## src/rtl/bconv3x3_stream.sv

```systemverilog
// Binarized 3x3 convolution over a raster 1-bit stream: two line buffers, XNOR-popcount, threshold.
// Define BCONV_POPCNT_OUT_EN to expose the registered popcount on oPOPCNT.
module bconv3x3_stream #(
  parameter int IW  = 32,
  parameter int IH  = 32,
  parameter int CWB = 5,
  parameter int RWB = 5
) (
  input  logic       iRSTn,
  input  logic       iCLK,
  input  logic       iEN,
  input  logic       iCLR,
  input  logic       iDATA,
  input  logic [8:0] iWEIGHT,
  input  logic [3:0] iTHRESH,
  output logic       oDATA,
  output logic       oVALID
`ifdef BCONV_POPCNT_OUT_EN
  , output logic [3:0] oPOPCNT
`endif
);

  logic [CWB-1:0] r_col;
  logic [RWB-1:0] r_row;
  logic [IW-1:0]  r_lb1;
  logic [IW-1:0]  r_lb2;
  // Only the two older window columns are stored; the newest column is the live {LB2, LB1, iDATA}.
  logic [5:0]     r_win;
  logic           r_data;
  logic           r_valid;
`ifdef BCONV_POPCNT_OUT_EN
  logic [3:0]     r_pop;
`endif

  logic           w_lb1;
  logic           w_lb2;
  logic [8:0]     w_win;
  logic [8:0]     w_match;
  logic [3:0]     w_pop;
  logic           w_res;
  logic           w_col_last;
  logic           w_row_last;
  logic           w_wvalid;

  assign w_lb1      = r_lb1[IW-1];
  assign w_lb2      = r_lb2[IW-1];
  assign w_win      = {r_win[5:4], w_lb2, r_win[3:2], w_lb1, r_win[1:0], iDATA};
  assign w_match    = ~(w_win ^ iWEIGHT);
  assign w_res      = (w_pop >= iTHRESH);
  assign w_col_last = (r_col == CWB'(IW - 1));
  assign w_row_last = (r_row == RWB'(IH - 1));
  assign w_wvalid   = (r_row >= RWB'(2)) && (r_col >= CWB'(2));

  always_comb begin
    w_pop = '0;
    for (int unsigned i = 0; i < 9; i++) begin
      w_pop = w_pop + 4'(w_match[i]);
    end
  end

  always_ff @(posedge iCLK or negedge iRSTn) begin
    if (!iRSTn) begin
      r_col   <= '0;
      r_row   <= '0;
      r_lb1   <= '0;
      r_lb2   <= '0;
      r_win   <= '0;
      r_data  <= 1'b0;
      r_valid <= 1'b0;
`ifdef BCONV_POPCNT_OUT_EN
      r_pop   <= '0;
`endif
    end else if (iCLR) begin
      r_col   <= '0;
      r_row   <= '0;
      r_lb1   <= '0;
      r_lb2   <= '0;
      r_win   <= '0;
      r_data  <= 1'b0;
      r_valid <= 1'b0;
`ifdef BCONV_POPCNT_OUT_EN
      r_pop   <= '0;
`endif
    end else begin
      r_valid <= iEN && w_wvalid;
      if (iEN) begin
        r_lb1 <= {r_lb1[IW-2:0], iDATA};
        r_lb2 <= {r_lb2[IW-2:0], w_lb1};
        r_win <= {w_win[7:6], w_win[4:3], w_win[1:0]};
        if (w_col_last) begin
          r_col <= '0;
          r_row <= w_row_last ? '0 : r_row + 1'b1;
        end else begin
          r_col <= r_col + 1'b1;
        end
        if (w_wvalid) begin
          r_data <= w_res;
`ifdef BCONV_POPCNT_OUT_EN
          r_pop  <= w_pop;
`endif
        end
      end
    end
  end

  assign oDATA  = r_data;
  assign oVALID = r_valid;
`ifdef BCONV_POPCNT_OUT_EN
  assign oPOPCNT = r_pop;
`endif

endmodule

```

## config.mk

```make
export PLATFORM = sky130hd
export DESIGN_NAME = bconv3x3_stream
export DESIGN_NICKNAME = d
export VERILOG_FILES = /design/src/rtl/bconv3x3_stream.sv
export SDC_FILE = /design/constraint.sdc
export NUM_CORES = 1
export LEC_CHECK = 0
export ABC_AREA = 1
export CORE_MARGIN = 1.5
export CORE_UTILIZATION = 63
export CTS_CLUSTER_DIAMETER = 100
export DETAILED_ROUTE_END_ITERATION = 16
export DONT_BUFFER_PORTS = 1
export GPL_TIMING_DRIVEN = 0
export PLACE_DENSITY = 0.83
export SLEW_MARGIN = 20
export SYNTH_ARGS = -nofsm -noshare
export SYNTH_HDL_FRONTEND = slang
export SYNTH_SLANG_ARGS = --single-unit
export TNS_END_PERCENT = 100
```

## constraint.sdc

```tcl
create_clock -name iCLK -period 5.28 [get_ports iCLK]
set_clock_uncertainty 0.2 [all_clocks]
set_input_delay 1.056 -clock iCLK [delete_from_list [all_inputs] [get_ports iCLK]]
set_output_delay 1.056 -clock iCLK [all_outputs]
set_load 0.02 [all_outputs]
```

# Word-level counts from Yosys, hierarchy flattened
# Cells that the tools add are included.
totals:
  reg_bits: 82
  latch_bits: 0
  mem_bits_rw: 0
  rom_bits: 0
  input_bits: 18
  output_inout_bits: 2
  wordCells: 48
  n_memories: 0
op_classes:
  addsub: 10
  n_mul: 0
  div_mod_pow: 0
  magnitude_cmp: 3
  n_eq_ne: 2
  shifts: 0
  n_mux: 17
  bitwise_logic: 2
  reduce_logical: 7
op_table:
  columns: ["op", "count"]
  rows:
  - ["two-way mux 32 bit", 4]
  - ["two-way mux 5 bit", 7]
  - ["adder 4 x 1 -> 4 bit", 5]
  - ["two-way mux 6 bit", 2]
  - ["adder 5 x 1 -> 5 bit, second input constant", 2]
  - ["equality test 5 bit, second input constant", 2]
  - [">= comparator 5 x 2 -> 1 bit, second input constant", 2]
  - ["inverter 9 bit", 1]
  - ["XOR 9 bit", 1]
  - ["nonzero test 2 bit", 3]
  - ["adder 3 x 1 -> 4 bit", 1]
  - [">= comparator 4 bit", 1]
  - ["two-way mux 1 bit", 4]
  - ["AND reduction 2 bit", 2]
  - ["adder 2 x 1 -> 3 bit", 1]
  - ["adder 1 x 1 -> 2 bit", 1]
  - ["logical AND 1 bit", 2]

# Depth between registers and ports, before layout
depth:
  word_depth: 14
  ltp_mapped: 17
  mapped_depth_nobuf: 17

# Least setup slack after synthesis
# OpenSTA, ideal clock, no wires.
synth_timing:
  path_type: "input port to flip-flop"
  startpoint: "in iWEIGHT[0]"
  endpoint: "reg r_data, in the netlist oDATA"
  setup_time_ns: 0.117
  t_arrival_ns: 4.449
  required_ns: 4.963
  path_slack_ns: 0.514
  path_stages: 17
  n_path_buf: 0
  cell_sequence: "xnor2_1 -> fa_1 -> inv_1 -> fa_1 -> inv_1 -> fa_1 -> inv_1 -> fa_1 -> fa_1 -> inv_1 -> ha_1 -> nand2_1 -> nand2_1 -> nand2_1 -> nand3_1 -> nand3_1 -> nand2_1"
synth_between:
  elab_chain_cells: 14
synth_rtl:
  columns: ["element", "line_no", "rtl"]
  rows:
  - ["from (decl)", "14", "input logic [8:0] iWEIGHT,"]
  - ["XOR 9 bit", "48", "assign w_match = ~(w_win ^ iWEIGHT);"]
  - ["inverter 9 bit", "48", null]
  - ["adder 1 x 1 -> 2 bit", "57", "w_pop = w_pop + 4'(w_match[i]);"]
  - ["adder 2 x 1 -> 3 bit", "57", null]
  - ["adder 3 x 1 -> 4 bit", "57", null]
  - ["adder 4 x 1 -> 4 bit (5 in series)", "57", null]
  - [">= comparator 4 bit", "49", "assign w_res = (w_pop >= iTHRESH);"]
  - ["two-way mux 1 bit", "96", "if (w_wvalid) begin"]
  - ["two-way mux 1 bit", "86", "if (iEN) begin"]
  - ["two-way mux 1 bit", "73", "end else if (iCLR) begin"]
  - ["to (signal assigned)", "97", "r_data <= w_res;"]
  - ["to (decl)", "29", "logic r_data;"]
# Every way passes these cells. The select of a mux whose other input is x is not followed.
# A chain may end at the register's enable or synchronous reset.

# Worst setup path after layout
# Same ends and word-level chain as after synthesis.

==> flow_summary.json <==
{
  "drc_errors": 0,
  "fin_total_pwr_mw": 1.283,
  "final_net_count": 436,
  "detailed_router_iteration_count_before_antenna_repair": 5,
  "post-dp-hpwl_um": 4356,
  "p_comb_frac": 0.126,
  "sequentialPowerShare": 0.476,
  "clk-insertion-delay-late_ps": 350,
  "criticalPathCategory": "in2reg",
  "initial_standard_cell_utilization_of_the_core": 0.6521,
  "clock_power_share": 0.398,
  "synthToLayoutAreaGrowth_pct": 8.989,
  "capturing_element_type_of_the_critical_path": "register",
  "crit_family": "adder cells",
  "dpl_worst_slack_ps": 329.9,
  "power_switching_share": 0.2524,
  "die_h_um": 78.50,
  "vias_in_the_first_global_route": 2558,
  "final-instance-count-excl-fill": 478,
  "yosys_warnings": 0,
  "post_synth_instance_area_um2": 3591,
  "finalWorstPathRequiredPeriod_ps": 4558,
  "signal_arrival_time_at_the_worst_endpoint_ps": 4600,
  "tritoncts_buffers": 9,
  "maximum_operating_frequency_mhz": 219.4,
  "worstPathRequired_ps": 5330,
  "syn_area_per_cell_um2": 9.208,
  "floorplan.rows": 27,
  "portBuffers": 0,
  "rsz_0062_raised_after_global_routing": "false",
  "clk_buf_depth": 2,
  "hold_bufs_inserted_after_cts": 0,
  "power.static_leakage_nw": 2.090,
  "detail_route.vias_per_cell": 5.374,
  "design.core.area_um2": 5507,
  "drtIter0Drc": 236,
  "final_min_period_over_clock_period": 0.8633,
  "post_cts_buffers": 0,
  "h-tree-depth": 3,
  "number_of_buffer_and_inverter_instances_along_the_worst_setup_path": 4,
  "outcome": "finished clean",
  "post_cts.resized_instances": 0,
  "cts_root_buf": "clkbuf_8",
  "finalMaxSlewViolations": 0,
  "regArea_um2": 1952,
  "final_antenna_net_count": 0,
  "path_common_cell": "fa_1",
  "number_of_maximum_capacitance_violations": 0,
  "slew_headroom": 0.7207,
  "clock-sinks": 78,
  "p_sw_mw": 0.3238,
  "seq_area_frac_synth": 0.5436,
  "gp_congestion": 0.7726,
  "ys_top_cells_by_area": "dfrtp_1, nand2_1, nand3_1",
  "worst_slew_pin_slew_ps": 418.9,
  "worstHoldPathType": "in2async",
  "grt_antenna_before_repair": 0,
  "worstPathMaxFanout": 2,
  "slowest_stage_cell_crit_path": "fa_1",
  "cellInternalPower_mw": 0.9592,
  "setup_tns_ps": 0,
  "multiInputGateArea_um2": 1376,
  "gr-usage-all-layers": 0.2421,
  "global_route_wire_length_before_repair_um": 11360,
  "io-pin-count": 20,
  "die-width_um": 78.50,
  "routed_wire_length_per_instance_um": 13.65,
  "die_area_um2": 6161,
  "syn-num-nets": 425,
  "layout-drive-gt1-share": 0.1010,
  "vias": 2569,
  "grt-ovfl-total": 0,
  "largest_net_degree_at_the_start_of_global_routing": 79,
  "count_of_antenna_diodes_in_the_layout": 0,
  "hold_slack_ps": 193.3,
  "cts.clk_slew.worst_paths_ps": 80,
  "synth_largest_type_area_fraction": 0.5436,
  "setup_viol": 0,
  "yosys.cell_types.count": 28,
  "synthCells": 390,
  "cp_peak_stage_delay_ps": 540,
  "crit_path_start_kind": "input pin",
  "crit_chain": "xnor2_1, fa_1, inv_1, fa_1, inv_1, fa_1, inv_1, fa_1, fa_1, inv_1, ha_1, nand2_1, nand2_1, nand2_1, nand3_1, nand3_1, nand2_1",
  "cellPowerDensity_nw_per_um2": 327.8,
  "synth_largest_area_cell": "dfrtp_1",
  "yosys_register_bits": 78,
  "vdd_ir_drop_max_uv": 253.8,
  "worst_slack_ps": 721.7,
  "placed_cell_count": 462,
  "cts_tree": "yes",
  "finalWirelength_um": 6527,
  "hold_violations": 0,
  "n_fill_cell": 409
}
## sequential cells by signal (all words and copies together), names as in the netlist
| register | flops |
|---|---|
| oDATA | 1 |
| oVALID | 1 |
| r_col | 5 |
| r_lb1 | 32 |
| r_lb2 | 32 |
| r_row | 5 |
| r_win | 2 |
## through the flow
| step | utilization | instance area (µm²) |
|---|---|---|
| after global placement | 0.6685 | 3681 |
| after global routing | 0.7107 | 3914 |
| after floorplan | - | 3591 |
| after CTS | 0.7107 | 3914 |
| after detailed placement | 0.6685 | 3681 |
| final | 0.7107 | 3914 |
## cells in the final DEF, fill, tap and decap left out, types with 5 or more instances in the layout
cell type,Yosys,routed
inv_1,39,39
buf_2,13,13
o22ai_1,13,13
o21ai_0,14,14
nand2_1,112,112
clkbuf_8,0,11
fa_1,5,5
nand3_1,56,56
dfrtp_1,78,78
xnor2_1,6,6
nor2_1,12,12
ha_1,12,12
## worst paths after layout
check	startpoint	end	slack, ps	depth (start not counted)
min in group iCLK	r_lb2[15]$_DFFE_PN0P_	r_lb2[15]$_DFFE_PN0P_	280	2
hold / removal	iRSTn	r_lb1[14]$_DFFE_PN0P_	190	0
setup reg to reg	r_lb1[0]$_DFFE_PN0P_	oDATA$_DFFE_PN0P_	1040	17
setup / recovery	iWEIGHT[0]	oDATA$_DFFE_PN0P_	720	17
hold reg to reg	r_lb2[15]$_DFFE_PN0P_	r_lb2[15]$_DFFE_PN0P_	280	2
max in group asynchronous	iRSTn	r_lb2[19]$_DFFE_PN0P_	4590	0
## metal layers
metal  vias to the layer above  wire [µm]  GRT usage
li1                       1269          -          -
met1                      1246       3018     0.3186
met2                        40       3160     0.3930
met3                        14        226    0.05000
met4                         0        120     0.1018
met5                         -          0          0
## cell usage after synthesis
cell type and number:
a21o_1 1, xor2_1 4, nor2_1 12, xnor2_1 6, buf_6 1, a31oi_1 1
clkbuf_1 4, nand2_2 1, o31ai_1 2, fa_1 5, o21a_1 1, or2_4 1
a22o_1 2, nand3_1 56, inv_1 39, inv_4 1, ha_1 12, nor2_8 2
o21ai_2 1, buf_2 13, nand2_1 112, a21oi_1 3, buf_4 1, dfrtp_1 78
o21ai_0 14, o22ai_1 13, inv_2 3, a21oi_2 1
## cell type report
class | count | area share
plain buffers | 19 | 0.02526
inverters | 43 | 0.04188
clock buffers | 11 | 0.03868
clock inverters | 5 | 0.02078
well taps | 72 | 0.02302
multi-input cells | 250 | 0.3517
flip-flops and latches | 78 | 0.4987
## worst register-to-register path: stages (launching register included)
cell and delay (ps):
dfrtp_1 400, xnor2_1 150, fa_1 510, inv_1 50, fa_1 540, inv_1 60, fa_1 530, inv_1 50
fa_1 440, fa_1 500, inv_1 50, ha_1 280, nand2_1 70, nand2_1 50, nand2_1 50, nand3_1 80
nand3_1 90, nand2_1 50
## cell families (layout without fill, tap and decap cells)
logic type / after synthesis / count (layout) / share of synthesized area
simple gates: 184 / 184 / 0.2230
flops: 78 / 78 / 0.5436
buf+inv: 62 / 78 / 0.07317
compound gates: 39 / 39 / 0.06621
fa+ha+maj: 17 / 17 / 0.06969
xor+xnor: 10 / 10 / 0.02439
## power by group through the flow
| stage | clock (mW) | sequential, mW | combinational (mW) |
|---|---|---|---|
| after floorplan | 0 | 0.621 | 0.130 |
| after global placement | 0 | 0.622 | 0.153 |
| after detailed placement | 0 | 0.623 | 0.162 |
| after CTS | 0.516 | 0.611 | 0.163 |
| after global routing | 0.539 | 0.612 | 0.195 |
| final | 0.511 | 0.611 | 0.161 |
(Power assumes the default switching activity.)
